**src/rtl/gray_pkg.sv**
```systemverilog
// ---------------------------------------------------------------------------
// gray_pkg
// Shared Gray-code helpers for the Gray counter, the Gray-to-binary converter
// and their benches.
//
// Contents:
//   GRAY_W_DEFAULT : default code width (4)
//   GRAY_FN_W      : working width of the helper functions (32)
//   bin2gray()     : binary -> Gray
//   gray2bin()     : Gray -> binary
//
// The helpers are width-agnostic. Zero-extend a narrower operand to
// GRAY_FN_W bits, then keep the low bits of the result. Zero upper bits map
// to zero upper bits in both directions, so the low WIDTH bits of the result
// are exactly the WIDTH-bit conversion.
// ---------------------------------------------------------------------------
package gray_pkg;

   localparam int GRAY_W_DEFAULT = 4;
   localparam int GRAY_FN_W      = 32;

   function automatic logic [GRAY_FN_W-1:0] bin2gray(input logic [GRAY_FN_W-1:0] b);
      return b ^ (b >> 1);
   endfunction

   // Each binary bit is the XOR of all Gray bits at or above it.
   // This is a prefix XOR taken from the MSB downward.
   function automatic logic [GRAY_FN_W-1:0] gray2bin(input logic [GRAY_FN_W-1:0] gv);
      logic [GRAY_FN_W-1:0] b;
      b[GRAY_FN_W-1] = gv[GRAY_FN_W-1];
      for (int i = GRAY_FN_W-2; i >= 0; i--) begin
         b[i] = b[i+1] ^ gv[i];
      end
      return b;
   endfunction

endpackage

```
**src/rtl/gray_code_counter_bin_to_gray.sv**
```systemverilog
// ---------------------------------------------------------------------------
// bin_to_gray
// Purely combinational binary-to-Gray mapper. It sits in front of the Gray
// output register of gray_code_counter.
//
// Parameters:
//   WIDTH  : code width in bits (>= 2)
// Ports:
//   bin_i  : in  [WIDTH-1:0] binary value
//   gray_o : out [WIDTH-1:0] Gray-coded value
// ---------------------------------------------------------------------------
module bin_to_gray
   import gray_pkg::*;
#(
   parameter int WIDTH = GRAY_W_DEFAULT
) (
   input  logic [WIDTH-1:0] bin_i,
   output logic [WIDTH-1:0] gray_o
);

   assign gray_o = bin_i ^ (bin_i >> 1);

endmodule

```
**src/rtl/gray_code_counter.sv**
```systemverilog
// ---------------------------------------------------------------------------
// gray_code_counter
// Up/down counter. The count is held in binary and presented as a registered
// Gray code, so g changes by exactly one bit per count step. That makes g
// safe to synchronise into another clock domain.
//
// Parameters:
//   WIDTH    : counter/code width in bits (>= 2)
// Ports:
//   clk      : in  rising-edge clock
//   rst_n    : in  asynchronous active-low reset
//   en       : in  count enable
//   up_dn    : in  1 = increment, 0 = decrement
//   load     : in  synchronous load strobe (highest priority)
//   load_bin : in  [WIDTH-1:0] binary load value
//   g        : out [WIDTH-1:0] registered Gray count
//   g_vld    : out pulses for one cycle whenever g took a new value
//   tc       : out terminal-count pulse, asserted in the cycle the count wrapped
//   err      : out sticky Gray-violation flag
//
// Build option:
//   GRAY_CODE_COUNTER_CHECK_EN : when defined, an inline checker sets err if
//   a count step changed g by anything other than exactly one bit. When
//   undefined, err is tied to 0.
// ---------------------------------------------------------------------------
module gray_code_counter
   import gray_pkg::*;
#(
   parameter int WIDTH = GRAY_W_DEFAULT
) (
   input  logic             clk,
   input  logic             rst_n,
   input  logic             en,
   input  logic             up_dn,
   input  logic             load,
   input  logic [WIDTH-1:0] load_bin,
   output logic [WIDTH-1:0] g,
   output logic             g_vld,
   output logic             tc,
   output logic             err
);

   logic [WIDTH-1:0] bin_q, bin_d;
   logic [WIDTH-1:0] g_q, g_d;
   logic             tc_q, tc_d;
   logic             vld_q, vld_d;

   // One extra bit catches the carry on increment and the borrow on decrement.
   // That bit feeds tc only; the count itself wraps modulo 2^WIDTH.
   logic [WIDTH:0]   inc_w, dec_w;

   assign inc_w = {1'b0, bin_q} + {{WIDTH{1'b0}}, 1'b1};
   assign dec_w = {1'b0, bin_q} - {{WIDTH{1'b0}}, 1'b1};

   always_comb begin
      bin_d = bin_q;
      tc_d  = 1'b0;
      vld_d = 1'b0;
      if (load) begin
         bin_d = load_bin;
         vld_d = 1'b1;
      end else if (en) begin
         vld_d = 1'b1;
         if (up_dn) begin
            bin_d = inc_w[WIDTH-1:0];
            tc_d  = inc_w[WIDTH];
         end else begin
            bin_d = dec_w[WIDTH-1:0];
            tc_d  = dec_w[WIDTH];
         end
      end
   end

   // Encode the next binary value, not the current one, so g is a plain
   // register with no decode logic between it and the output pin.
   bin_to_gray #(
      .WIDTH (WIDTH)
   ) u_bin_to_gray (
      .bin_i  (bin_d),
      .gray_o (g_d)
   );

   always_ff @(posedge clk or negedge rst_n) begin
      if (!rst_n) begin
         bin_q <= '0;
         g_q   <= '0;
         tc_q  <= 1'b0;
         vld_q <= 1'b0;
      end else begin
         bin_q <= bin_d;
         g_q   <= g_d;
         tc_q  <= tc_d;
         vld_q <= vld_d;
      end
   end

   assign g     = g_q;
   assign tc    = tc_q;
   assign g_vld = vld_q;

`ifdef GRAY_CODE_COUNTER_CHECK_EN
   // step_q is set when the last update of g_q was a count step.
   // A load may jump by any number of bits, so it is not checked.
   logic [WIDTH-1:0] g_prev_q;
   logic             step_q;
   logic             err_q;

   always_ff @(posedge clk or negedge rst_n) begin
      if (!rst_n) begin
         g_prev_q <= '0;
         step_q   <= 1'b0;
         err_q    <= 1'b0;
      end else begin
         g_prev_q <= g_q;
         step_q   <= en & ~load;
         if (step_q && ($countones(g_q ^ g_prev_q) != 1)) begin
            err_q <= 1'b1;
         end
      end
   end

   assign err = err_q;
`else
   assign err = 1'b0;
`endif

endmodule

```
**config.mk**
```make
export PLATFORM = sky130hd
export DESIGN_NAME = gray_code_counter
export DESIGN_NICKNAME = d
export VERILOG_FILES = /design/src/rtl/gray_pkg.sv /design/src/rtl/gray_code_counter_bin_to_gray.sv /design/src/rtl/gray_code_counter.sv
export SDC_FILE = /design/constraint.sdc
export NUM_CORES = 1
export LEC_CHECK = 0
export BUFFER_PORTS_ARGS = -buffer_cell sky130_fd_sc_hd__buf_4
export CORE_AREA = 2 2 39 41
export CTS_BUF_LIST = sky130_fd_sc_hd__clkbuf_4
export CTS_CLUSTER_SIZE = 25
export DETAILED_ROUTE_END_ITERATION = 10
export DIE_AREA = 0 0 41 43
export PLACE_DENSITY = 0.7
export SYNTH_ARGS = -nofsm -noshare
export SYNTH_HDL_FRONTEND = slang
export SYNTH_SLANG_ARGS = --single-unit
```
**constraint.sdc**
```tcl
create_clock -name clk -period 1.75 [get_ports clk]
set_clock_uncertainty 0.1 [all_clocks]
set_input_delay 0.0875 -clock clk [delete_from_list [all_inputs] [get_ports clk]]
set_output_delay 0.0875 -clock clk [all_outputs]
set_load 0.01 [all_outputs]
```
; Word level (Yosys, flattened, before mapping)
; Index checks and enable logic that the tools add are counted.
; W data, S select, Z words.
[word_totals]
reg_bits = 10
elab_cells = 15
[op_classes]
bitwise_logic = 1
muxes = 8
addsub = 2
[op_table]
columns = operator, count
row1 = $mux W4, 3
row2 = $add A4 B1 Y5 const B, 1
row3 = $mux W1, 5
row4 = $sub A4 B1 Y5 const B, 1
row5 = $xor A4 B3 Y4, 1

; Depth between registers and ports, before layout
; Gate-level depths: netlist of run 1.
[logic_depth]
ltp_word = 5
ltp_mapped = 7

; Modules after synthesis
; From an unflattened synthesis of run 1, not the netlist that was laid out.
[unflattened]
cells_unflattened = 48
hier_area_um2 = 511.7
[by_module_without_submodules]
columns = mod, instances, area_per_inst_um2, cells_each
row1 = gray_code_counter, 1, 478.0, 44
row2 = bin_to_gray, 1, 33.8, 4

; Worst setup path after synthesis of run 1
; No wires, ideal clock.
[synth_path]
kind = register to register
startpoint = register bin_q[0]
endpoint = register g_q[1], in the netlist g[1]
path_stages_with_launch = 8
path_slack_ps = 93
t_arrival_ps = 1428
synth_period_minus_slack_ps = 1657
t_required_ps = 1521
path_cell_list = dfrtp_1 inv_1 ha_1 mux2_4 nand2_2 xnor2_1 mux2_4 xnor2_1
[synth_between]
elab_chain_len = 5
[synth_lines]
columns = element, line
row1 = start: declaration, gray_code_counter.sv:43  ; logic [WIDTH-1:0] bin_q, bin_d;
row2 = start signal: assignment, gray_code_counter.sv:90  ; bin_q <= bin_d;
row3 = $sub A4 B1 Y5 / $add A4 B1 Y5 (equally long branches), "gray_code_counter.sv:53, gray_code_counter.sv:52"
row4 = $mux W4 *, gray_code_counter.sv:64  ; if (up_dn) begin
row5 = $mux W4 *, gray_code_counter.sv:62  ; end else if (en) begin
row6 = $mux W4 *, gray_code_counter.sv:59  ; if (load) begin
row7 = via bin_d[2], gray_code_counter.sv:43
row8 = $xor A4 B3 Y4 *, gray_code_counter_bin_to_gray.sv:21  ; assign gray_o = bin_i ^ (bin_i >> 1);
row9 = via g_d[1], gray_code_counter.sv:44  ; logic [WIDTH-1:0] g_q, g_d;
row10 = end signal: assignment, gray_code_counter.sv:91  ; g_q <= g_d;
row11 = end: declaration, gray_code_counter.sv:44
; The timed path passes the listed nets; every way through them passes the cells marked *.

; Worst setup path in the final report of run 1
[layout_path]
startpoint = register bin_q[1]
endpoint = register g_q[1], in the netlist g[1]
; Same word-level chain as after synthesis.

==> results.toml, run 1 <==
[cells_and_area]
areaGrowthSynthToFinish_pct = 49.2
diodes = 0
fillers = 129
final_cell_mix = "buf_4 (16), dfrtp_1 (8), dlygate4sd3_1 (6)"
final_area_um2 = 743
multi_input_area_um2 = 275
nets = 79
final_common_cell = "buf_4"
regArea_um2 = 226
drive_gt1_frac = 0.478

[timing]
fin_crit_sh = 0.999
worst_slack_ps = 1.42
min_period_ps = 1750
max_freq_mhz = 572
timing.hold.ws_ps = 35.6
slew_violations = 0
fin_tns_setup_ps = 0
setup_viol_count_final = 0
rsz0062_at_grt = "yes"
report.final.hold_viol_count = 0

[power]
peakVddDrop_mv = 0.468
seqPwrFrac = 0.395
power_density_nw_per_um2 = 945
p_switching_w = 0.000206
switching_share = 0.294
p_leak_nw = 0.345
totalPowerFinal_w = 0.000703
pwr-share-clk = 0.253
pwr-share-comb = 0.352
internal_power_w = 0.000496

[die]
die_y_um = 43
pin_count = 16
coreArea_um2 = 1380
die_area_um2 = 1760
initial_core_util = 0.360
fp.dieW_um = 41
rows = 14

[yosys]
synth-edff-count = 0
syn_avg_cell_area_um2 = 11.3
synth_cell_types = 22
syn_area_um2 = 498
yosysTopAreaCell = "dfrtp_1"
synth_fp_nets = 55
ys_async_sr_fraction = 1.00
synth-seq-cells = 9
synth.area.top_cells = "dfrtp_1 (45%), xnor2_1 (12%), mux2_4 (6.0%)"
synth_cells = 44
synth_top_area_frac = 0.452
ys_seq_area_frac = 0.452
synthFlopType = "dfrtp_1"
synth_warnings = 0

[setup_path]
path_common_cell = "mux2_4"
end_kind = "flip-flop"
arrival_ps = 1790
cp_slowest_cell = "dfrtp_1"
required_ps = 1790
critPathKind = "reg -> reg"
cp-start-kind = "flip-flop"
critical-path-max-stage-delay_ps = 410
cp_max_fo = 4
path_cells = "inv_1 -> ha_2 -> mux2_4 -> nand2_4 -> xnor2_4 -> mux2_4 -> xnor2_2"

[global_routing]
gr-total-overflow = 0
antenna_found_initial = 0
grt_pass1_vias = 395
grt_usage = 0.140
grt_pass1_wl_um = 1570
grt_max_degree = 11

[clock_tree]
numCtsBuffers = 3
clock_latency_ps = 260
clk_transition_reported_paths_ps = 60
cts_sinks = 9
cts_tree = "yes"
root_buffer = "clkbuf_4"
htree_num_levels = 1
clk_path_buf_depth = 2

[route]
routed_wl_um = 1050
avgViaCountPerCell = 4.72
dr.pass1.iters = 2
vias = 392
wire_per_inst_um = 12.6
postRouteAntennaNets = 0
drt_iter0_drc = 1
drc = 0

[run]
maxCapViolCount = 0

[placed_design]
place_area_um2 = 597
io_buffers = 14
hpwl_um = 663
place_congestion = 0.654
pre_cts_ws_ps = -27.1

[outcome]
status = "completed"

[hold_path]
hold_path_class = "in -> reg"
## worst max-delay path: cells and delay by family, from the launching register on
| kind | cells | cell delay, ps |
|---|---|---|
| and+or+nand+nor | 1 | 90 |
| buffers and inverters | 1 | 70 |
| xor gates and xnor gates | 2 | 210 |
| muxes | 2 | 570 |
| DFF | 1 | 410 |
| adders and majority gates | 1 | 180 |
## metal layers
| metal | wire [um] | share of wire | vias up | track usage |
|---|---|---|---|---|
| li1 | - | - | 189 | - |
| met1 | 411 | 0.39 | 191 | 0.140 |
| met2 | 587 | 0.56 | 10 | 0.225 |
| met3 | 35 | 0.033 | 2 | 0.0471 |
| met4 | 12 | 0.011 | 0 | 0.100 |
| met5 | 0 | 0 | - | 0 |
## logic make-up (layout without fill, tap and decap cells)
family / count (synthesis) / in the layout / share of synthesized area
AO/OA/AOI/OAI: 5 / 5 / 0.0578
other: 1 / 1 / 0.00753
XOR/XNOR: 8 / 8 / 0.141
multiplexers: 4 / 4 / 0.103
buffers and inverters: 6 / 29 / 0.0754
AND/OR/NAND/NOR: 9 / 9 / 0.113
adder cells (fa/ha/maj): 2 / 2 / 0.0502
flip-flops: 9 / 9 / 0.452
## cell type report
class / instances / share of cell area
clock buffer: 4 / 0.0404
inverter: 3 / 0.0152
multi-input combinational: 29 / 0.370
timing repair buffer: 22 / 0.242
sequential: 9 / 0.305
tap: 16 / 0.0269
## state kept, by name, indices dropped and copies added, names as in the netlist
signal and flops:
bin_q 4, g 3, g_vld 1, tc 1
## power by group through the flow
stage / clock network (W) / logic [W] / registers (W)
finish: 0.000178 / 0.000248 / 0.000277
global route: 0.000196 / 0.000271 / 0.000281
CTS: 0.000186 / 0.000214 / 0.000274
detailed placement: 0 / 0.000194 / 0.000276
global placement: 0 / 0.000191 / 0.000273
floorplan: 0 / 0.000114 / 0.000282
## per-stage QoR
step,util,instances
after global routing,0.537,83
after global placement,0.431,71
after floorplan,-,44
after CTS,0.507,81
after detailed placement,0.431,71
final,0.537,83
## path summary, 6_finish.rpt
| check | startpoint | end | slack (ps) | cells after the start |
|---|---|---|---|---|
| setup / recovery | bin_q[1] | g[1] | 1 | 7 |
| hold / removal | load_bin[0] | bin_q[0] | 40 | 3 |
| setup reg to reg | bin_q[1] | g[1] | 1 | 7 |
| hold reg to reg | bin_q[0] | bin_q[0] | 630 | 2 |
| max in group asynchronous | rst_n | bin_q[0] | 1320 | 2 |
| min in group asynchronous | rst_n | g_vld | 90 | 2 |
## what timing repair did
item / in CTS / in global routing
hold buffers: 6 / 0
setup endpoints to repair: 1 / 3
endpoints found under the hold margin: 15 / 0
pin swaps: 1 / 5
buffers inserted: 0 / 2
resized for setup: 3 / 5
## Yosys cell counts (2+ instances only)
cell type,number
mux2_4,2
inv_1,3
buf_4,2
dfrtp_1,9
xnor2_1,7
ha_1,2
nand2_1,2
o21ai_0,3
(Power assumes the default switching activity.)
==> inputs of run 2 (changes only) <==
--- a/config.mk
+++ b/config.mk
@@ -11,7 +11,8 @@
 export CTS_CLUSTER_SIZE = 25
 export DETAILED_ROUTE_END_ITERATION = 10
 export DIE_AREA = 0 0 41 43
-export PLACE_DENSITY = 0.7
+export PLACE_DENSITY = 0.71
 export SYNTH_ARGS = -nofsm -noshare
 export SYNTH_HDL_FRONTEND = slang
+export SYNTH_HIERARCHICAL = 1
 export SYNTH_SLANG_ARGS = --single-unit
==> run 2 against run 1 <==
Against the previous run: the run now ends with negative hold slack, negative setup slack left; total power is 9.5% lower; sequential share of layout area is 4.5 points higher; fmax is 3.9% lower; utilization is 2.0 points lower; highest routed layer unchanged; hold slack worse by 41 ps; critical path depth is 3 lower; sequential power is 6% higher; register-to-register slack worse by 70 ps; routed wire length is 3.3% lower.
==> results.toml, run 2 <==
[clock_tree]
clock_latency_ps = 260
htree_num_levels = 1
cts_sinks = 10
clk_path_buf_depth = 2
numCtsBuffers = 3
clk_transition_reported_paths_ps = 60
cts_tree = "yes"
root_buffer = "clkbuf_4"

[yosys]
syn_area_um2 = 512
yosysTopAreaCell = "dfrtp_1"
synthFlopType = "dfrtp_1"
syn_avg_cell_area_um2 = 10.7
synth-seq-cells = 10
synth_warnings = 6
ys_seq_area_frac = 0.489
synth_cell_types = 24
synth_fp_nets = 59
synth_top_area_frac = 0.489
synth-edff-count = 0
yosysMostFrequentCell = "dfrtp_1"
synth.area.top_cells = "dfrtp_1 (49%), xor2_1 (5.1%), ha_1 (4.9%)"
synth_common_cells = "dfrtp_1 (10), inv_1 (5), nand2_1 (3), xor2_1 (3)"
ys_async_sr_fraction = 1.00
synth_cells = 48

[placed_design]
place_area_um2 = 629
dp.cells = 76
hpwl_um = 704
place_congestion = 0.826
io_buffers = 14

[global_routing]
grt_max_degree = 13
gr-total-overflow = 0
grt_pass1_vias = 418
grt_pass1_wl_um = 1770
antenna_found_initial = 0
grt_usage = 0.161

[die]
coreArea_um2 = 1380
initial_core_util = 0.370
die_y_um = 43
fp.dieW_um = 41
die_area_um2 = 1760
rows = 14
pin_count = 16

[route]
dr.pass1.iters = 4
avgViaCountPerCell = 5.01
drc = 0
vias = 421
drt_iter0_drc = 6
routed_wl_um = 1010
wire_per_inst_um = 12.0
postRouteAntennaNets = 0

[power]
switching_share = 0.285
seqPwrFrac = 0.461
pwr-share-clk = 0.229
p_leak_nw = 0.343
power_density_nw_per_um2 = 889
p_switching_w = 0.000181
pwr-share-comb = 0.310
internal_power_w = 0.000455
peakVddDrop_mv = 0.463

[cells_and_area]
final_common_cell = "buf_4"
drive_gt1_frac = 0.397
fillers = 128
diodes = 0
fin_cells = 84
final_util = 0.517
final_area_um2 = 716
areaGrowthSynthToFinish_pct = 39.9
nets = 81
final_cell_mix = "buf_4 (19), dfrtp_1 (10), inv_1 (5)"

[timing]
setup_viol_count_final = 1
worst_slack_ps = -69.6
slew_violations = 0
timing.hold.ws_ps = -5.40
max_freq_mhz = 550
fin_crit_sh = 1.04
rsz0062_at_grt = "yes"
min_period_ps = 1820
report.final.hold_viol_count = 1

[setup_path]
required_ps = 1820
critPathKind = "reg -> reg"
arrival_ps = 1890
end_kind = "flip-flop"
cp_max_fo = 4
cp_top_family = "simple AND/OR/NAND/NOR gates"
cp-start-kind = "flip-flop"
critical-path-max-stage-delay_ps = 550
r2r_setup_slack_ps = -70
crit_buf_inv = 0
path_cells = "or4_4 -> a2111oi_4 -> nand3b_1 -> xor2_1"
cp_slowest_cell = "or4_4"

[hold_path]
hold_path_class = "in -> reg"

[outcome]
violations = "negative hold slack, negative setup slack"
status = "finished with violations"

[run]
maxCapViolCount = 0
## run 2: cell types whose count changed in the layout (fill, tap and decap cells not counted), moves of 2 or more
cell           delta
ha_1              +2
xor2_1            +2
o21ai_0           -2
xnor2_1           -3
ha_2              -2
dlygate4sd3_1     -4
dfrtp_1           +2
inv_1             +2
mux2_4            -2
buf_4             +3
## run 2: kinds of logic after synthesis
kind of cell,synth area share
AOI/OAI and AO/OA,0.0978
xor gates and xnor gates,0.0856
adders and majority gates,0.0489
buffers and inverters,0.0807
DFF,0.489
muxes,0.0416
other,0.00733
and+or+nand+nor,0.149
## run 2: timing repair
action / 4_1_cts / 5_1_grt
pin swaps: 3 / 0
hold buffers: 2 / 0
endpoints found under the hold margin: 11 / 0
endpoints found under the setup margin: 3 / 3
buffers inserted: 1 / 2
resized for setup: 2 / 2
## run 2: stage by stage
step	total power, W	TNS [ps]	setup WS (ps)
after floorplan	0.000392	0	2.11
after CTS	0.000634	-52.2	-52.2
final	0.000636	-69.6	-69.6
after global placement	0.000464	0	9.95
after detailed placement	0.000470	-63.0	-63.0
after global routing	0.000688	-200	-144
## run 2: final timing paths
| kind | from | cells after the start | end |
|---|---|---|---|
| worst max-delay path | bin_q[0] | 4 | g[2] |
| worst min-delay path | load_bin[1] | 3 | bin_q[1] |
| worst max register to register | bin_q[0] | 4 | g[2] |
| worst min register to register | bin_q[1] | 2 | bin_q[1] |
| max in group asynchronous | rst_n | 2 | g[1] |
| min in group asynchronous | rst_n | 2 | tc |
## run 2: layout make-up
class | instances | area [um2] | area share
Sequential cell | 10 | 250 | 0.350
Inverter | 5 | 18.8 | 0.0262
Tap cell | 16 | 20.0 | 0.0280
Clock buffer | 3 | 22.5 | 0.0315
Timing Repair Buffer | 21 | 163 | 0.227
Multi-Input combinational cell | 29 | 241 | 0.337
## run 2: metal layers
metal / GRT usage / up-vias / share of wire
met5: 0 / - / 0
met2: 0.259 / 13 / 0.56
met1: 0.153 / 201 / 0.36
met4: 0.100 / 0 / 0.021
li1: - / 205 / -
met3: 0.0785 / 2 / 0.066
## run 2: tightest hold or removal path: cells and delay by family
family,cells,cell delay [ps]
simple gates,1,50
compound gates,1,90
buf+inv,1,70
## run 2: power groups by stage
| stage | Combinational, W | Sequential, W | Clock, W |
|---|---|---|---|
| after detailed placement | 0.000173 | 0.000297 | 0 |
| final | 0.000197 | 0.000293 | 0.000145 |
| after floorplan | 0.0000828 | 0.000309 | 0 |
| after CTS | 0.000186 | 0.000294 | 0.000154 |
| after global placement | 0.000170 | 0.000294 | 0 |
| after global routing | 0.000221 | 0.000298 | 0.000169 |
==> inputs of run 3 (changes only) <==
--- a/config.mk
+++ b/config.mk
@@ -11,7 +11,7 @@
 export CTS_CLUSTER_SIZE = 25
 export DETAILED_ROUTE_END_ITERATION = 10
 export DIE_AREA = 0 0 41 43
-export PLACE_DENSITY = 0.71
+export PLACE_DENSITY = 0.69
 export SYNTH_ARGS = -nofsm -noshare
 export SYNTH_HDL_FRONTEND = slang
 export SYNTH_HIERARCHICAL = 1
==> constraint.sdc (replaced) <==
create_clock -name clk -period 1.9 [get_ports clk]
set_clock_uncertainty 0.1 [all_clocks]
set_input_delay 0.095 -clock clk [delete_from_list [all_inputs] [get_ports clk]]
set_output_delay 0.095 -clock clk [all_outputs]
set_load 0.01 [all_outputs]
==> run 3 against run 2 <==
Against the previous run: cell count rose by 2.4%; die area unchanged; the flow now finishes without violations; register-to-register slack improved by 110 ps; sequential share of layout area down 0.24 points; sequential power decreased by 8.2%; largest power group unchanged; critical path type unchanged.
==> results.toml, run 3 (synthesized netlist as in run 2, its figures left out) <==
[clock_tree]
root_buffer = "clkbuf_4"
cts_tree = "yes"
clk_transition_reported_paths_ps = 70
clk_path_buf_depth = 2
clock_latency_ps = 260
cts_sinks = 10
numCtsBuffers = 3
htree_num_levels = 1

[cells_and_area]
final_util = 0.521
fillers = 125
final_cell_mix = "buf_4 (19), dfrtp_1 (10), inv_1 (5)"
diodes = 0
drive_gt1_frac = 0.357
nets = 82
areaGrowthSynthToFinish_pct = 40.8
fin_cells = 86
final_common_cell = "buf_4"

[die]
initial_core_util = 0.370
rows = 14
coreArea_um2 = 1380
pin_count = 16
die_area_um2 = 1760
fp.dieW_um = 41
die_y_um = 43

[placed_design]
hpwl_um = 674
place_congestion = 0.825
io_buffers = 14
dp.cells = 77

[power]
power_density_nw_per_um2 = 827
totalPowerFinal_w = 0.000596
p_leak_nw = 0.343
peakVddDrop_mv = 0.283

[setup_path]
crit_end = "g[2]"
crit_path_start = "bin_q[0]"
arrival_ps = 1950
cp-start-kind = "flip-flop"
cp_max_fo = 3
rr_worst_depth = 4
end_kind = "flip-flop"
worstReg2RegStart = "bin_q[0]"
critPathKind = "reg -> reg"
worstReg2RegEnd = "g[2]"
r2r_setup_slack_ps = 40
required_ps = 1990

[global_routing]
gr-total-overflow = 0
grt_pass1_vias = 366
antenna_found_initial = 0
grt_pass1_wl_um = 1500
grt_usage = 0.132
grt_max_degree = 13

[route]
routed_wl_um = 937
wire_per_inst_um = 10.9
met2_length_um = 473
postRouteAntennaNets = 0
met1_length_um = 407
drt_iter0_drc = 4
dr_wl_met3_um = 41
vias = 396
drc = 0
dr.max_layer_used = "met4"
dr.pass1.iters = 4
avgViaCountPerCell = 4.60

[outcome]
status = "completed"

[timing]
fin_tns_setup_ps = 0
slew_violations = 0
report.final.hold_viol_count = 0
setup_viol_count_final = 0
max_freq_mhz = 537
min_period_ps = 1860
fin_crit_sh = 0.979

[run]
maxCapViolCount = 0

[hold_path]
min_from = "load_bin[0]"
hold_path_class = "in -> reg"
run 3: changes by cell type in the layout (fill, tap and decap cells not counted):
cell,change
nand3_1,+1
o21ai_0,+1
nand3_2,-1
clkinv_1,+1
o21ai_2,-1
dlygate4sd3_1,+1
run 3: where the power goes:
part / switching [W] / internal (W)
Sequential: 0.0000211 / 0.000248
Clock: 0.0000735 / 0.0000758
Combinational: 0.0000787 / 0.0000989
Total: 0.000173 / 0.000422
run 3: critical path, cell delays in order, from the launching register on:
cell and delay (ps):
dfrtp_1 400, or4_4 570, a2111oi_4 350, nand3b_1 210, xor2_1 150
run 3: stage by stage:
step           worst slack [ps]  instance area (um2)  hold WS, ps
6_report                   39.0                  721         8.25
5_1_grt                   -32.0                  721         38.9
4_1_cts                    43.0                  693         7.01
3_5_place_dp               61.7                  637         -173
3_3_place_gp               44.5                  637         -177
2_1_floorplan               125                  512         -301
run 3: how the worst min path moves through the flow:
stage | endpoint | slack (ps) | cells after the start
CTS | bin_q[0] | 7 | 3
global route | bin_q[0] | 40 | 3
floorplan | bin_q[0] | -300 | 0
global placement | g[0] | -180 | 1
detailed placement | g[0] | -170 | 1
finish | bin_q[0] | 8 | 3
run 3: what timing repair did:
item                                   4_1_cts  5_1_grt
gates resized for setup                      0        1
setup buffers                                0        2
endpoints found under the hold margin       12        0
hold buffers                                 3        0
setup endpoints to repair                    0        1
run 3: area by class of cell:
class	count	area, um2	share of cell area
inverters	5	18.8	0.0260
repair buffers	22	173	0.240
flip-flops and latches	10	250	0.347
clock inverters	1	3.75	0.00521
clock buffers	3	22.5	0.0313
multi-input cells	29	233	0.323
well taps	16	20.0	0.0278
run 3: metal layers:
layer | global-route usage | vias up
met5 | 0 | -
met4 | 0.120 | 0
met3 | 0.0314 | 2
met2 | 0.178 | 11
met1 | 0.163 | 179
li1 | - | 204
